<file path="src/rtl/fphv_pack_cvt.sv">
// Three-stage FP16 <-> binary32 pack/unpack converter with valid tracking and global hold.
// Optional macro FPHV_PACK_RNE_EN selects round-to-nearest-even on pack; otherwise pack truncates.
module fphv_pack_cvt (
  input  logic        clock,
  input  logic        reset,
  input  logic        iValid,
  input  logic        iHold,
  input  logic [1:0]  iOp,
  input  logic [31:0] iValRs,
  input  logic [31:0] iValRt,
  output logic        oValid,
  output logic [31:0] oValRn
);

`ifdef FPHV_PACK_RNE_EN
  localparam logic RNE_EN = 1'b1;
`else
  localparam logic RNE_EN = 1'b0;
`endif

  typedef enum logic [1:0] {
    OP_PACK   = 2'b00,
    OP_UNP_LO = 2'b01,
    OP_UNP_HI = 2'b10,
    OP_RSVD   = 2'b11
  } op_e;

  // Returns {round_increment, prelim_half}; the increment is applied in S2 so a
  // mantissa carry ripples into the exponent (0x7BFF + 1 lands exactly on Inf).
  function automatic logic [16:0] pack_lane(input logic [31:0] x);
    logic              s;
    logic [7:0]        e;
    logic [22:0]       f;
    logic signed [8:0] he;
    logic              inc;
    logic [15:0]       half;
    s    = x[31];
    e    = x[30:23];
    f    = x[22:0];
    he   = $signed({1'b0, e}) - 9'sd112;
    inc  = 1'b0;
    half = 16'h0000;
    if (e == 8'hFF)
      half = {s, 5'h1F, (f == 23'd0) ? 10'h000 : 10'h200};
    else if (he >= 9'sd31)
      half = {s, 5'h1F, 10'h000};
    else if (he <= 9'sd0)
      half = {s, 15'h0000};
    else begin
      half = {s, he[4:0], f[22:13]};
      inc  = RNE_EN & f[12] & ((|f[11:0]) | f[13]);
    end
    return {inc, half};
  endfunction

  function automatic logic [31:0] unpack_lane(input logic [15:0] h);
    logic [31:0] r;
    if (h[14:10] == 5'd0)
      r = {h[15], 31'h0};
    else if (h[14:10] == 5'h1F)
      r = {h[15], 8'hFF, h[9:0], 13'h0};
    else
      r = {h[15], {3'b000, h[14:10]} + 8'd112, h[9:0], 13'h0};
    return r;
  endfunction

  logic [16:0] w_lo;
  logic [16:0] w_hi;
  logic [31:0] w_s1_word;
  logic [1:0]  w_s1_inc;
  logic [31:0] w_s2_word;

  logic        r_s1_valid;
  logic [31:0] r_s1_word;
  logic [1:0]  r_s1_inc;
  logic        r_s2_valid;
  logic [31:0] r_s2_word;

  // S1: field split, rebias and range classification.
  always_comb begin
    // NOTE: every always_comb output gets a default first so no path can infer a latch.
    w_lo      = pack_lane(iValRs);
    w_hi      = pack_lane(iValRt);
    w_s1_word = 32'h0;
    w_s1_inc  = 2'b00;
    case (op_e'(iOp))
      OP_PACK: begin
        w_s1_word = {w_hi[15:0], w_lo[15:0]};
        w_s1_inc  = {w_hi[16], w_lo[16]};
      end
      OP_UNP_LO: w_s1_word = unpack_lane(iValRs[15:0]);
      OP_UNP_HI: w_s1_word = unpack_lane(iValRs[31:16]);
      default:   w_s1_word = 32'h0;
    endcase
  end

  // S2: rounding increment; a lane only increments when its prelim value is below 0x7C00.
  assign w_s2_word = {r_s1_word[31:16] + {15'h0, r_s1_inc[1]},
                      r_s1_word[15:0]  + {15'h0, r_s1_inc[0]}};

  always_ff @(posedge clock or posedge reset) begin
    if (reset) begin
      r_s1_valid <= 1'b0;
      r_s1_word  <= 32'h0;
      r_s1_inc   <= 2'b00;
      r_s2_valid <= 1'b0;
      r_s2_word  <= 32'h0;
      oValid     <= 1'b0;
      oValRn     <= 32'h0;
    end else if (!iHold) begin
      // NOTE: non-blocking assignments so each stage samples the previous stage's old value.
      r_s1_valid <= iValid;
      r_s1_word  <= iValid ? w_s1_word : 32'h0;
      r_s1_inc   <= iValid ? w_s1_inc  : 2'b00;
      r_s2_valid <= r_s1_valid;
      r_s2_word  <= r_s1_valid ? w_s2_word : 32'h0;
      oValid     <= r_s2_valid;
      oValRn     <= r_s2_valid ? r_s2_word : 32'h0;
    end
  end

endmodule
</file>
<file path="config.mk">
export PLATFORM = sky130hd
export DESIGN_NAME = fphv_pack_cvt
export DESIGN_NICKNAME = d
export VERILOG_FILES = /design/src/rtl/fphv_pack_cvt.sv
export SDC_FILE = /design/constraint.sdc
export NUM_CORES = 1
export LEC_CHECK = 0
export ABC_AREA = 1
export BUFFER_PORTS_ARGS = -buffer_cell sky130_fd_sc_hd__buf_2
export CORE_MARGIN = 2
export CORE_UTILIZATION = 59
export DETAILED_ROUTE_END_ITERATION = 10
export PLACE_DENSITY = 0.85
export SLEW_MARGIN = 20
export SYNTH_ARGS = -nofsm -noshare
export SYNTH_HDL_FRONTEND = slang
export SYNTH_SLANG_ARGS = --single-unit
</file>
<file path="constraint.sdc">
create_clock -name clock -period 8.64 [get_ports clock]
set_clock_uncertainty 0.15 [all_clocks]
set_input_delay 2.16 -clock clock [delete_from_list [all_inputs] [get_ports clock]]
set_output_delay 2.16 -clock clock [all_outputs]
set_load 0.01 [all_outputs]
</file>
; ---- Word-level counts from Yosys, hierarchy flattened
; Index checks and enable logic that the tools add are counted.
[op_classes]
addsub = 4
order_cmp = 4
n_eq_ne = 6
n_mux = 16
n_reduce_logical = 5
[op_table]
columns = cell, count
row1 = $mux W31, 4
row2 = $mux W32, 3
row3 = $pmux W32 S3, 1
row4 = $mux W15, 6
row5 = $logic_not A23 Y1, 2
row6 = $mux W10, 2
row7 = $ge A9 B6 Y1 const B, 2
row8 = $le A9 B1 Y1 const B, 2
row9 = $sub A8 B7 Y9 const B, 2
row10 = $add A5 B7 Y8 const B, 2
row11 = $eq A8 B8 Y1 const B, 2
row12 = $eq A5 B5 Y1 const B, 2
row13 = $logic_not A5 Y1, 2
row14 = $eq A2 B1 Y1 const B, 1
row15 = $eq A2 B2 Y1 const B, 1
row16 = $logic_not A2 Y1, 1
[totals]
regBits = 99
input_bits = 70
output_inout_bits = 33
elab_cells = 41

; ---- Depth between registers and ports, before layout
; Gate-level depths: netlist of the first run.
[depth]
depth_word = 7
mapped_depth = 14
depth_no_buf = 13

; ---- Worst setup path before layout of the first run
; Ideal clock, no wire load.
[synth_path]
path_type = input-to-reg
startpoint = in iValRt[27]
endpoint = reg r_s1_word[26]
setup_time_ns = 0.117
t_arrival_ns = 3.193
required_time_ns = 8.373
path_slack_ns = 5.180
cell_stages = 14
path_buffers = 1
cell_sequence = ha_1 > inv_1 > nand2_1 > nand2_1 > nand3_2 > nor2_2 > nor2_4 > buf_6 > nand2_1 > nand2_1 > nand2_1 > nand2_1 > nand2_1 > nand2_1
[synth_via]
elab_chain_cells = 7
elab_cells_between_ends = 9
cone_classes = add/sub: 1 / order compare: 2 / eq/ne: 1 / mux: 5
[synth_rtl]
columns = item, line
row1 = start: declaration, 10  ; input logic [31:0] iValRt,
row2 = $sub A8 B7 Y9, 40  ; he = $signed({1'b0, e}) - 9'sd112;
row3 = $le A9 B1 Y1, 47  ; else if (he <= 9'sd0)
row4 = $mux W15, 47
row5 = $mux W15, 45  ; else if (he >= 9'sd31)
row6 = $mux W15 (*), 43  ; if (e == 8'hFF)
row7 = $pmux W32 S3 (*), 86  ; case (op_e'(iOp))
row8 = $mux W32 (*), 113  ; r_s1_word <= iValid ? w_s1_word : 32'h0;
row9 = end signal: assignment, 113
row10 = end: declaration, 74  ; logic [31:0] r_s1_word;
; Mark *: on every way between the ends. The rest lies on a longest branch, timed or not.
; A chain may end at the register's enable or synchronous reset.

==> summary.md, run 1 <==
| Metric | Value |
|---|---|
| Power density over the cells | 162 nW/um^2 |
| Clock tree from TritonCTS | yes |
| Reg clk slew, reported paths | 0.10 ns |
| Min cycle time layout | 4.59 ns |
| Start-to-end type of the worst setup path | input port to flop |
| H-tree Lvls | 3 |
| Number of iterations in the first detailed-routing pass | 5 |
| Hold bufs inserted after CTS | 0 |
| Global-route wire length before repair | 18.7 mm |
| Die outline height | 94.2 um |
| Final weighted congestion in routability-driven placement | 0.940 |
| Maximum number of pins on one net before global-route repair | 100 |
| Total die area | 8870 um^2 |
| Core area | 7810 um^2 |
| # resized after CTS | 0 |
| Max-Slew Margin vs Limit | 36.4% |
| Critical Path AT | 4.64 ns |
| DRC marker count from the first detailed-route iteration | 274 |
| Peak fanout along the critical path | 55 |
| Peak supply drop | 0.0874 mV |
| Post-synthesis mux area share | 0% |
| Pin slew with the least headroom to its limit | 0.954 ns |
| Synthesis-stage register bit count | 99 |
| Layout area overhead | 16.0% |
| Post-synthesis cell count | 599 |
| Fraction of final layout cells with drive strength greater than 1 | 19.9% |
| Cell accounting for the most synthesized area | dfrtp_1 |
| Total detailed-routing wirelength | 11.3 mm |
| Unrepaired setup endpoints after global routing | false |
| Maximum clock frequency | 218 MHz |
| Congestion Overflow GR | 0 |
| Vias after detailed routing | 4246 |
| X dimension of the die | 94.2 um |
| Clock latency on the worst-skew pair | 0.36 ns |
| Status | completed |
| End of the worst register-to-register path | r_s2_word[2]$_DFFE_PP0N_ |
| Clock group share of total power | 33.4% |
| Remaining number of nets flagged by the antenna check after routing | 0 |
| All-layer global routing usage | 26.9% |
| Root cell of the clock tree | clkbuf_8 |
| Number of slew-limit violations in the final report | 0 |
| Number of port buffers | 102 |
| Setup TNS after final layout | 0 ns |
| Total DRC errors in the routed layout | 0 |
| Net Count, Synth | 675 |
| Final HPWL from detailed placement | 8.34 mm |
| Maximum root-to-sink buffer count | 2 |
| Distinct cells, synth | 28 |
| Simple logic cell fraction of the synthesized area | 22.2% |
| Hold Path Depth | 2 |
| Setup repair bufs after CTS | 0 |
| Clock net sink count | 99 |
| Utilization of the core after routing | 71.3% |
| Final hold vios | 0 |
| Initial antenna violation count | 0 |
| Average cell area after synthesis | 8.01 um^2 |
| Synthesized cell area | 4800 um^2 |
| Total number of yosys warnings | 0 |
| Combinational cell fraction of total power | 12.6% |
| Worst Min Path Start | oValRn[2]$_DFFE_PP0N_ |
| Routed wire per std cell | 14.1 um |
| Internal power | 655 uW |
| Number of buffers added by the clock tree synthesis step | 9 |
| R2R cell count | 2 |
| Starting density of the core | 61.4% |
| Io pins | 103 |
| Critical Path Sink Type | flop |
| Cell types occupying the most area after synthesis | dfrtp_1, nand2_1, inv_1 |
| Kind of start point of the critical path | input port |
| Max-cap viol count | 0 |
| Slack of the worst reg-to-reg path | 6.95 ns |
| Leakage power summed over all cells | 0.00294 uW |
| Seq pwr share | 54.0% |
| Number of nets in the layout | 768 |
| Number of placement rows | 32 |
| Fraction of synthesized cell area taken by the top area cell type | 51.7% |
| Post-detailed-route via-to-cell ratio | 5.31 |
| Final setup viols | 0 |
| Net switching power of the design | 248 uW |
| Final cycle utilization of the critical path | 53.1% |
| XOR/XNOR share of the synthesized area | 0% |
| Combinational family with the most area after synthesis | simple AND/OR/NAND/NOR gates |
| Required time of the critical path | 8.69 ns |
| Min-Delay Endpoint | oValRn[2]$_DFFE_PP0N_ |
| Area share of fa/ha/maj cells after synthesis | 1.57% |
| Reg2reg start | r_s1_valid$_DFFE_PP0N_ |
| Sequential element share of the synthesized area | 51.7% |
| Switch share | 27.5% |
| Compound-Gate Fraction of Synth Area | 14.6% |
| Class of the tightest hold or removal check | flop to flop |
| Number of global-route vias before repair | 4011 |
| Antenna cell count | 0 |
## routing by layer
layer,up-vias,routed length [um],GRT usage [%]
met2,159,5110,41.7
met5,-,0,0
li1,2085,-,-
met4,0,185,8.82
met1,1987,5270,38.4
met3,15,685,5.22
## state kept, by name, summed over array words and instances (netlist names)
signal / cells
r_s1_word: 32
oValRn: 32
r_s2_word: 32
oValid: 1
r_s1_valid: 1
r_s2_valid: 1
## metrics by stage
stage                     hold slack [ns]  total power [uW]  cell area, um^2  instances  setup WS, ns
after global placement              0.310               606             5350        783          3.85
after floorplan                     0.299               566             4800        599          3.74
final                               0.336               903             5570        799          4.05
after CTS                           0.341               908             5570        799          4.08
after global routing                0.357               947             5570        799          3.81
after detailed placement            0.318               610             5360        783          3.72
## worst max-delay path: stages
cell and delay, ns:
buf_2 0.71, inv_1 0.40, buf_4 0.40, nand2_1 0.73, o21ai_0 0.20
## cell families after synthesis
group,after synthesis
AOI/OAI and AO/OA,117
adders and majority gates,6
buffers and inverters,123
DFF,99
and+or+nand+nor,254
## synth_stat cells (all sizes together)
| cell | n |
|---|---|
| a21oi | 8 |
| a221oi | 1 |
| buf | 10 |
| clkbuf | 12 |
| dfrtp | 99 |
| ha | 6 |
| inv | 101 |
| nand2 | 171 |
| nand3 | 34 |
| nand4 | 9 |
| nor2 | 33 |
| nor3 | 3 |
| nor4 | 3 |
| o21ai | 72 |
| o21bai | 5 |
| o22ai | 31 |
| or2 | 1 |
## final cells by class
| type | instances | area (um^2) |
|---|---|---|
| multi-input cells | 377 | 1840 |
| repair buffers | 104 | 529 |
| fillers | 637 | 2240 |
| clock inverters | 7 | 85.1 |
| flip-flops and latches | 99 | 2480 |
| inverters | 101 | 380 |
| clock buffers | 9 | 124 |
| well taps | 102 | 128 |
## placed cells by master, fill, tap and decap left out, drive strengths merged, types with 5 or more instances in the layout
cell    count
ha          6
o21ai      72
a21oi       8
nand3      34
nor2       33
clkinv      5
o22ai      31
dfrtp      99
buf       104
clkbuf      9
inv       102
nand2     171
o21bai      5
nand4       9
## power by group through the flow
stage / clock, uW / sequential, uW / combinational [uW]
CTS: 306 / 488 / 114
floorplan: 0 / 495 / 71.7
global placement: 0 / 496 / 110
finish: 301 / 488 / 114
detailed placement: 0 / 497 / 113
global route: 328 / 490 / 129
## worst max-delay path by stage
stage | from | endpoint | slack (ns)
after floorplan | reset | oValRn[0]$_DFFE_PP0N_ | 3.74
after global placement | iHold | oValRn[5]$_DFFE_PP0N_ | 3.85
after detailed placement | iHold | oValRn[5]$_DFFE_PP0N_ | 3.72
after CTS | iHold | oValRn[23]$_DFFE_PP0N_ | 4.08
after global routing | iHold | oValRn[9]$_DFFE_PP0N_ | 3.81
final | iHold | oValRn[20]$_DFFE_PP0N_ | 4.05
Note: power is estimated with default switching activity, not from simulation.
==> inputs of run 2 (changes only) <==
--- a/config.mk
+++ b/config.mk
@@ -8,9 +8,9 @@
 export ABC_AREA = 1
 export BUFFER_PORTS_ARGS = -buffer_cell sky130_fd_sc_hd__buf_2
 export CORE_MARGIN = 2
-export CORE_UTILIZATION = 59
+export CORE_UTILIZATION = 55
 export DETAILED_ROUTE_END_ITERATION = 10
-export PLACE_DENSITY = 0.85
+export PLACE_DENSITY = 0.8
 export SLEW_MARGIN = 20
 export SYNTH_ARGS = -nofsm -noshare
 export SYNTH_HDL_FRONTEND = slang
==> constraint.sdc (replaced) <==
create_clock -name clock -period 4.7 [get_ports clock]
set_clock_uncertainty 0.15 [all_clocks]
set_input_delay 1.175 -clock clock [delete_from_list [all_inputs] [get_ports clock]]
set_output_delay 1.175 -clock clock [all_outputs]
set_load 0.01 [all_outputs]
==> run 2 against run 1 <==
Net effect: sequential power grew 84%; die area grew 7.0%; hold slack lost 0.0019 ns; core utilization shrank 6.1 points; combinational power grew 85%; critical path depth is the same; final cell count grew 0.88%; sequential share of layout area shrank 0.30 points.
==> summary.md, run 2 (synthesis gave the netlist of run 1 again) <==
| Metric | Value |
|---|---|
| Core area | 8590 um^2 (+10%) |
| Clock latency on the worst-skew pair | 0.35 ns (about the same) |
| Congestion Overflow GR | 0 (unchanged) |
| Start-to-end type of the worst setup path | input port to flop |
| R2R cell count | 2 (unchanged) |
| Min cycle time layout | 2.90 ns |
| Post-detailed-route via-to-cell ratio | 5.28 (-0.66%) |
| Power Total | 1690 uW (+88%) |
| Number of placement rows | 34 (+6.3%) |
| Kind of start point of the critical path | input port |
| Class of the tightest hold or removal check | flop to flop |
| Detailed route wirelength on metal2 | 5.16 mm (+0.90%) |
| Clock group share of total power | 34.6% (+1.2 points) |
| # resized after CTS | 0 (unchanged) |
| Critical Path AT | 2.99 ns (-1.65 ns) |
| Setup TNS after final layout | 0 ns (unchanged) |
| Wire length on met3 | 655 um (-4.4%) |
| Critical path cell sequence | buf_2, inv_1, buf_12, nand2_1, o21ai_0 |
| Max-cap viol count | 0 (unchanged) |
| Reg clk slew, reported paths | 0.09 ns (about the same) |
| Final cycle utilization of the critical path | 61.7% |
| Die outline height | 97.4 um (+3.4%) |
| Hold bufs inserted after CTS | 0 (unchanged) |
| Final Instance Area | 5600 um^2 (+0.67%) |
| DRC marker count from the first detailed-route iteration | 256 (-6.6%) |
| Number of iterations in the first detailed-routing pass | 5 (unchanged) |
| Total DRC errors in the routed layout | 0 (unchanged) |
| Total die area | 9480 um^2 (+7.0%) |
| Clock tree from TritonCTS | yes |
| Worst setup endpoint | oValRn[28]$_DFFE_PP0N_ |
| Status | completed |
| Fin worst setup slack | 1.80 ns (-2.25 ns) |
| Seq pwr share | 52.9% (-1.1 points) |
| DP Area | 5390 um^2 (+0.58%) |
| Worst hold slack | 0.334 ns (-0.00195 ns) |
| Commonest non-fill, non-tap cells in the layout | nand2_1, buf_2, inv_1, dfrtp_1, o21ai_0 |
| Net switching power of the design | 431 uW (+74%) |
| Peak fanout along the critical path | 54 (-1.8%) |
| Starting density of the core | 55.8% (-5.6 points) |
| Number of port buffers | 102 (unchanged) |
| Antenna cell count | 0 (unchanged) |
| Global-route wire length before repair | 18.9 mm (+1.3%) |
| Number of buffers added by the clock tree synthesis step | 9 (unchanged) |
| Maximum clock frequency | 345 MHz |
| Met1 WL | 5.20 mm (-1.3%) |
| Unrepaired setup endpoints after global routing | false |
| Uppermost layer routed | met4 |
| Required time of the critical path | 4.79 ns (-3.90 ns) |
| Maximum number of pins on one net before global-route repair | 55 (-45%) |
| All-layer global routing usage | 24.1% (-2.8 points) |
| Fraction of final layout cells with drive strength greater than 1 | 19.9% (-0.029 points) |
| Reg2reg start | r_s1_valid$_DFFE_PP0N_ |
| Final weighted congestion in routability-driven placement | 0.977 (+4.0%) |
| Final setup viols | 0 (unchanged) |
| Combinational cell fraction of total power | 12.5% (about the same) |
| Setup repair bufs after CTS | 0 (unchanged) |
| H-tree Lvls | 3 (unchanged) |
| Layout area overhead | 16.8% |
| Switch share | 25.5% (-2.0 points) |
| Vias after detailed routing | 4255 (+0.21%) |
| Number of slew-limit violations in the final report | 0 (unchanged) |
| Root cell of the clock tree | clkbuf_8 |
| Max-Slew Margin vs Limit | 44.6% (+8.2 points) |
| Final hold vios | 0 (unchanged) |
| Pin slew with the least headroom to its limit | 0.828 ns (-0.125 ns) |
| Remaining number of nets flagged by the antenna check after routing | 0 (unchanged) |
| Critical Path Sink Type | flop |
| Setup WS pre-CTS | 1.44 ns (-2.28 ns) |
| Leakage power summed over all cells | 0.00296 uW (+0.57%) |
| X dimension of the die | 97.4 um (+3.4%) |
| Peak supply drop | 0.148 mV (+69%) |
| Clock net sink count | 99 (unchanged) |
| Biggest registers after layout | oValRn x32, r_s1_word x32, r_s2_word x32 |
| Worst-path cell with the longest stage delay | nand2_1 |
| Crit path largest cell delay | 0.51 ns (-0.22 ns) |
| Slack of the worst reg-to-reg path | 3.01 ns (-3.94 ns) |
| Initial antenna violation count | 0 (unchanged) |
| Final HPWL from detailed placement | 8.55 mm (+2.5%) |
| End of the worst register-to-register path | r_s2_word[8]$_DFFE_PP0N_ |
| Number of nets in the layout | 770 (+0.26%) |
| Crit path from | iHold |
| Routed wire per std cell | 14.0 um (-0.82%) |
| Power density over the cells | 302 nW/um^2 (+86%) |
| Most common cell after layout, fill and taps aside | nand2_1 |
| Number of global-route vias before repair | 4028 (+0.42%) |
| Maximum root-to-sink buffer count | 2 (unchanged) |
| Internal power | 1260 uW (+93%) |
| Io pins | 103 (unchanged) |
| Total detailed-routing wirelength | 11.3 mm (about the same) |
-- run 2: changes by cell type in the layout (fill, tap and decap cells not counted) --
| cell | delta |
|---|---|
| buf_12 | +1 |
| buf_4 | +2 |
| buf_6 | -1 |
| bufinv_16 | +1 |
| clkbuf_1 | +1 |
| clkbuf_8 | +1 |
| clkinv_2 | +1 |
| clkinv_4 | -4 |
| inv_8 | -1 |
-- run 2: per-layer routing --
metal	up-vias	global-route usage, %
met5	-	0
met4	0	8.33
met3	23	3.31
met2	177	38.0
met1	1967	34.7
li1	2088	-
-- run 2: stage by stage --
step | cells | utilization, %
floorplan | 599 | -
global placement | 791 | 62.7
detailed placement | 791 | 62.7
CTS | 806 | 65.2
global route | 806 | 65.2
finish | 806 | 65.2
-- run 2: final cells by class --
cell class / instances / area, um^2
Clock buffer: 11 / 141
Tap cell: 108 / 135
Multi-Input combinational cell: 377 / 1840
Clock inverter: 4 / 73.8
Inverter: 101 / 380
Timing Repair Buffer: 106 / 553
Sequential cell: 99 / 2480
Fill cell: 742 / 2990
-- run 2: worst min-delay path by stage --
stage                              start                   endpoint  slack (ns)  cells past startpoint
2_1_floorplan  r_s1_word[25]$_DFFE_PP0N_  r_s1_word[25]$_DFFE_PP0N_        0.30                      2
3_3_place_gp          oValid$_DFFE_PP0N_         oValid$_DFFE_PP0N_        0.31                      2
3_5_place_dp      oValRn[22]$_DFFE_PP0N_     oValRn[22]$_DFFE_PP0N_        0.32                      2
4_1_cts           oValRn[19]$_DFFE_PP0N_     oValRn[19]$_DFFE_PP0N_        0.34                      2
5_1_grt           oValRn[18]$_DFFE_PP0N_     oValRn[18]$_DFFE_PP0N_        0.37                      2
6_report          oValRn[19]$_DFFE_PP0N_     oValRn[19]$_DFFE_PP0N_        0.33                      2
-- run 2: critical path: cells and delay by family --
family,cells,cell delay (ns)
and+or+nand+nor,1,0.51
buffers and inverters,3,0.88
AOI/OAI and AO/OA,1,0.41
-- run 2: power by group through the flow --
| stage | clock, uW | sequential [uW] | combinational, uW |
|---|---|---|---|
| finish | 586 | 897 | 211 |
| global route | 632 | 901 | 238 |
| CTS | 595 | 897 | 211 |
| detailed placement | 0 | 914 | 210 |
| global placement | 0 | 912 | 203 |
| floorplan | 0 | 909 | 132 |
==> inputs of run 3 (changes only) <==
--- a/config.mk
+++ b/config.mk
@@ -5,12 +5,12 @@
 export SDC_FILE = /design/constraint.sdc
 export NUM_CORES = 1
 export LEC_CHECK = 0
-export ABC_AREA = 1
+export ABC_AREA = 0
 export BUFFER_PORTS_ARGS = -buffer_cell sky130_fd_sc_hd__buf_2
 export CORE_MARGIN = 2
-export CORE_UTILIZATION = 55
+export CORE_UTILIZATION = 54
 export DETAILED_ROUTE_END_ITERATION = 10
-export PLACE_DENSITY = 0.8
+export PLACE_DENSITY = 0.79
 export SLEW_MARGIN = 20
 export SYNTH_ARGS = -nofsm -noshare
 export SYNTH_HDL_FRONTEND = slang
==> constraint.sdc (replaced) <==
create_clock -name clock -period 2.7 [get_ports clock]
set_clock_uncertainty 0.15 [all_clocks]
set_input_delay 0.675 -clock clock [delete_from_list [all_inputs] [get_ports clock]]
set_output_delay 0.675 -clock clock [all_outputs]
set_load 0.01 [all_outputs]
==> run 3 against run 2 <==
Net effect: critical path depth grew 2; sequential share of layout area is 0.55 points higher; register-to-register slack got worse by 1.7 ns; routed wire length increased by 3.1%; hold slack got worse by 0.044 ns; highest routed layer unchanged.
==> summary.md, run 3 <==
| Metric | Value |
|---|---|
| Start-to-end type of the worst setup path | input port to flop |
| Required time of the critical path | 2.80 ns (-1.99 ns) |
| DRC marker count from the first detailed-route iteration | 308 (+20%) |
| Setup repair bufs after CTS | 0 (unchanged) |
| Root cell of the clock tree | clkbuf_8 |
| Post-synthesis cell count | 508 (-15%) |
| Critical Path Sink Type | flop |
| Layout area overhead | 18.3% |
| Clock tree from TritonCTS | yes |
| Biggest registers after layout | oValRn x32, r_s1_word x32, r_s2_word x32 |
| Maximum root-to-sink buffer count | 2 (unchanged) |
| Leading post-synthesis cells by instance count | nand2_1, dfrtp_1, o21ai_0 |
| Max-cap viol count | 0 (unchanged) |
| Vias after detailed routing | 4178 (-1.8%) |
| Setup TNS after final layout | 0 ns (unchanged) |
| Peak supply drop | 0.268 mV (+81%) |
| Io pins | 103 (unchanged) |
| R2R cell count | 3 (+1) |
| Number of slew-limit violations in the final report | 0 (unchanged) |
| Reg clk slew, reported paths | 0.09 ns (about the same) |
| Commonest non-fill, non-tap cells in the layout | nand2_1, buf_2, dfrtp_1 |
| Final weighted congestion in routability-driven placement | 0.923 (-5.6%) |
| Class of the tightest hold or removal check | input port to async pin |
| Total detailed-routing wirelength | 11.6 mm (+3.1%) |
| Total die area | 9430 um^2 (-0.59%) |
| Total DRC errors in the routed layout | 0 (unchanged) |
| Reg2reg start | r_s1_word[30]$_DFFE_PP0N_ |
| Crit path largest cell delay | 0.40 ns (-0.11 ns) |
| Max-Slew Margin vs Limit | 55.3% (+11 points) |
| Final HPWL from detailed placement | 8.30 mm (-2.9%) |
| Post-detailed-route via-to-cell ratio | 5.89 (+12%) |
| Kind of start point of the critical path | input port |
| Final cycle utilization of the critical path | 85.2% |
| Congestion Overflow GR | 0 (unchanged) |
| Status | completed |
| Number of buffers added by the clock tree synthesis step | 9 (unchanged) |
| Synthesis-stage register bit count | 99 (unchanged) |
| Antenna cell count | 0 (unchanged) |
| Final setup viols | 0 (unchanged) |
| Fraction of final layout cells with drive strength greater than 1 | 22.0% (+2.1 points) |
| Post-synth top flop | dfrtp_1 |
| All-layer global routing usage | 25.3% (+1.2 points) |
| Number of enable flip-flop cells after synthesis | 0 (unchanged) |
| Final Instance Area | 5530 um^2 (-1.2%) |
| Distinct cells, synth | 46 (+64%) |
| Routed wire per std cell | 16.4 um (+17%) |
| H-tree Lvls | 3 (unchanged) |
| Initial antenna violation count | 0 (unchanged) |
| Synthesized cell area | 4680 um^2 (-2.4%) |
| Number of global-route vias before repair | 3939 (-2.2%) |
| Clock net sink count | 99 (unchanged) |
| Net Count, Synth | 584 (-13%) |
| Hold bufs inserted after CTS | 0 (unchanged) |
| Worst-path cell with the longest stage delay | o22a_1 |
| Total number of yosys warnings | 0 (unchanged) |
| Count leader, synth | nand2_1 |
| Cell accounting for the most synthesized area | dfrtp_1 |
| End of the worst register-to-register path | r_s1_word[30]$_DFFE_PP0N_ |
| Critical path cell sequence | buf_2, inv_1, ha_1, nor4_1, a31oi_1, o22a_1, a211o_1 |
| Power Total | 2980 uW (+76%) |
| Final-layout fill cell count | 691 (-6.9%) |
| Unrepaired setup endpoints after global routing | false |
| Remaining number of nets flagged by the antenna check after routing | 0 (unchanged) |
| Fraction of synthesized cell area taken by the top area cell type | 52.9% (+1.3 points) |
| Proportion of synthesized flip-flops having asynchronous set or reset | 100% (unchanged) |
| X dimension of the die | 97.1 um (-0.30%) |
| Pin slew with the least headroom to its limit | 0.669 ns (-0.159 ns) |
| DP Area | 5310 um^2 (-1.5%) |
| Leakage power summed over all cells | 0.00262 uW (-11%) |
| Power density over the cells | 539 nW/um^2 (+78%) |
| # resized after CTS | 0 (unchanged) |
| Maximum number of pins on one net before global-route repair | 157 (+190%) |
| Clock latency on the worst-skew pair | 0.36 ns (about the same) |
| Slack of the worst reg-to-reg path | 1.30 ns (-1.71 ns) |
| Cell types occupying the most area after synthesis | dfrtp_1, nand2_1, o21ai_0 |
| Number of iterations in the first detailed-routing pass | 7 (+2) |
| Number of port buffers | 102 (unchanged) |
| Core area | 8300 um^2 (-3.4%) |
| Starting density of the core | 56.4% (+0.58 points) |
| Peak fanout along the critical path | 13 (-76%) |
| Min cycle time layout | 2.30 ns |
| Global-route wire length before repair | 19.4 mm (+2.9%) |
| Number of placement rows | 33 (-2.9%) |
| Number of nets in the layout | 675 (-12%) |
| Most common cell after layout, fill and taps aside | nand2_1 |
| Maximum clock frequency | 435 MHz |
| Final hold vios | 0 (unchanged) |
| Sequential element share of the synthesized area | 52.9% (+1.3 points) |
| Critical Path AT | 2.40 ns (-0.59 ns) |
| Average cell area after synthesis | 9.21 um^2 (+15%) |
| Die outline height | 97.1 um (-0.30%) |
[run 3: cells by family after synthesis]
| logic type | after synthesis | synth area share, % |
|---|---|---|
| multiplexers | 1 | 0.214 |
| AO/OA/AOI/OAI | 152 | 22.0 |
| flip-flops | 99 | 52.9 |
| buffers and inverters | 44 | 3.61 |
| AND/OR/NAND/NOR | 205 | 19.5 |
| adder cells (fa/ha/maj) | 6 | 1.60 |
| XOR/XNOR | 1 | 0.187 |
[run 3: how the worst max path moves through the flow]
stage | start | to | slack (ns) | depth (start not counted)
finish | iValRs[27] | r_s1_word[14]$_DFFE_PP0N_ | 0.40 | 7
global route | iValRs[27] | r_s1_word[14]$_DFFE_PP0N_ | 0.20 | 7
CTS | iValRs[27] | r_s1_word[14]$_DFFE_PP0N_ | 0.40 | 7
detailed placement | iValRs[27] | r_s1_word[14]$_DFFE_PP0N_ | 0.04 | 7
global placement | iValRs[27] | r_s1_word[14]$_DFFE_PP0N_ | 0.15 | 7
floorplan | iValRt[27] | r_s1_word[16]$_DFFE_PP0N_ | 0.40 | 6
[run 3: area by class of cell]
type | count | area [um^2] | share of cell area [%]
Clock buffer | 11 | 141 | 2.55
Clock inverter | 5 | 83.8 | 1.51
Inverter | 11 | 45.0 | 0.814
Multi-Input combinational cell | 365 | 2030 | 36.8
Sequential cell | 99 | 2480 | 44.8
Tap cell | 105 | 131 | 2.37
Timing Repair Buffer | 113 | 621 | 11.2
[run 3: power by group]
group	total, uW	switching, uW	internal (uW)
sequential	1560	30.8	1530
clock	1060	505	551
combinational	367	236	131
total	2980	771	2210
[run 3: per-layer routing]
metal  vias to the layer above  wire length (um)  track usage [%]
li1                       1993                 -                -
met1                      1963              5140             36.6
met2                       191              5410             38.9
met3                        31               796             3.74
met4                         0               261             9.75
met5                         -                 0                0
[run 3: through the flow]
stage	setup WS [ns]	hold WS (ns)	util, %	cells
4_1_cts	0.403	0.325	66.7	709
6_report	0.401	0.290	66.7	709
5_1_grt	0.202	0.337	66.7	709
3_3_place_gp	0.147	0.307	64.0	693
2_1_floorplan	0.397	0.292	-	508
3_5_place_dp	0.0355	0.318	64.0	693
[run 3: critical path: cells and delay by family]
family / cells / cell delay [ns]
and+or+nand+nor: 1 / 0.30
buffers and inverters: 2 / 0.25
AOI/OAI and AO/OA: 3 / 0.84
adders and majority gates: 1 / 0.33
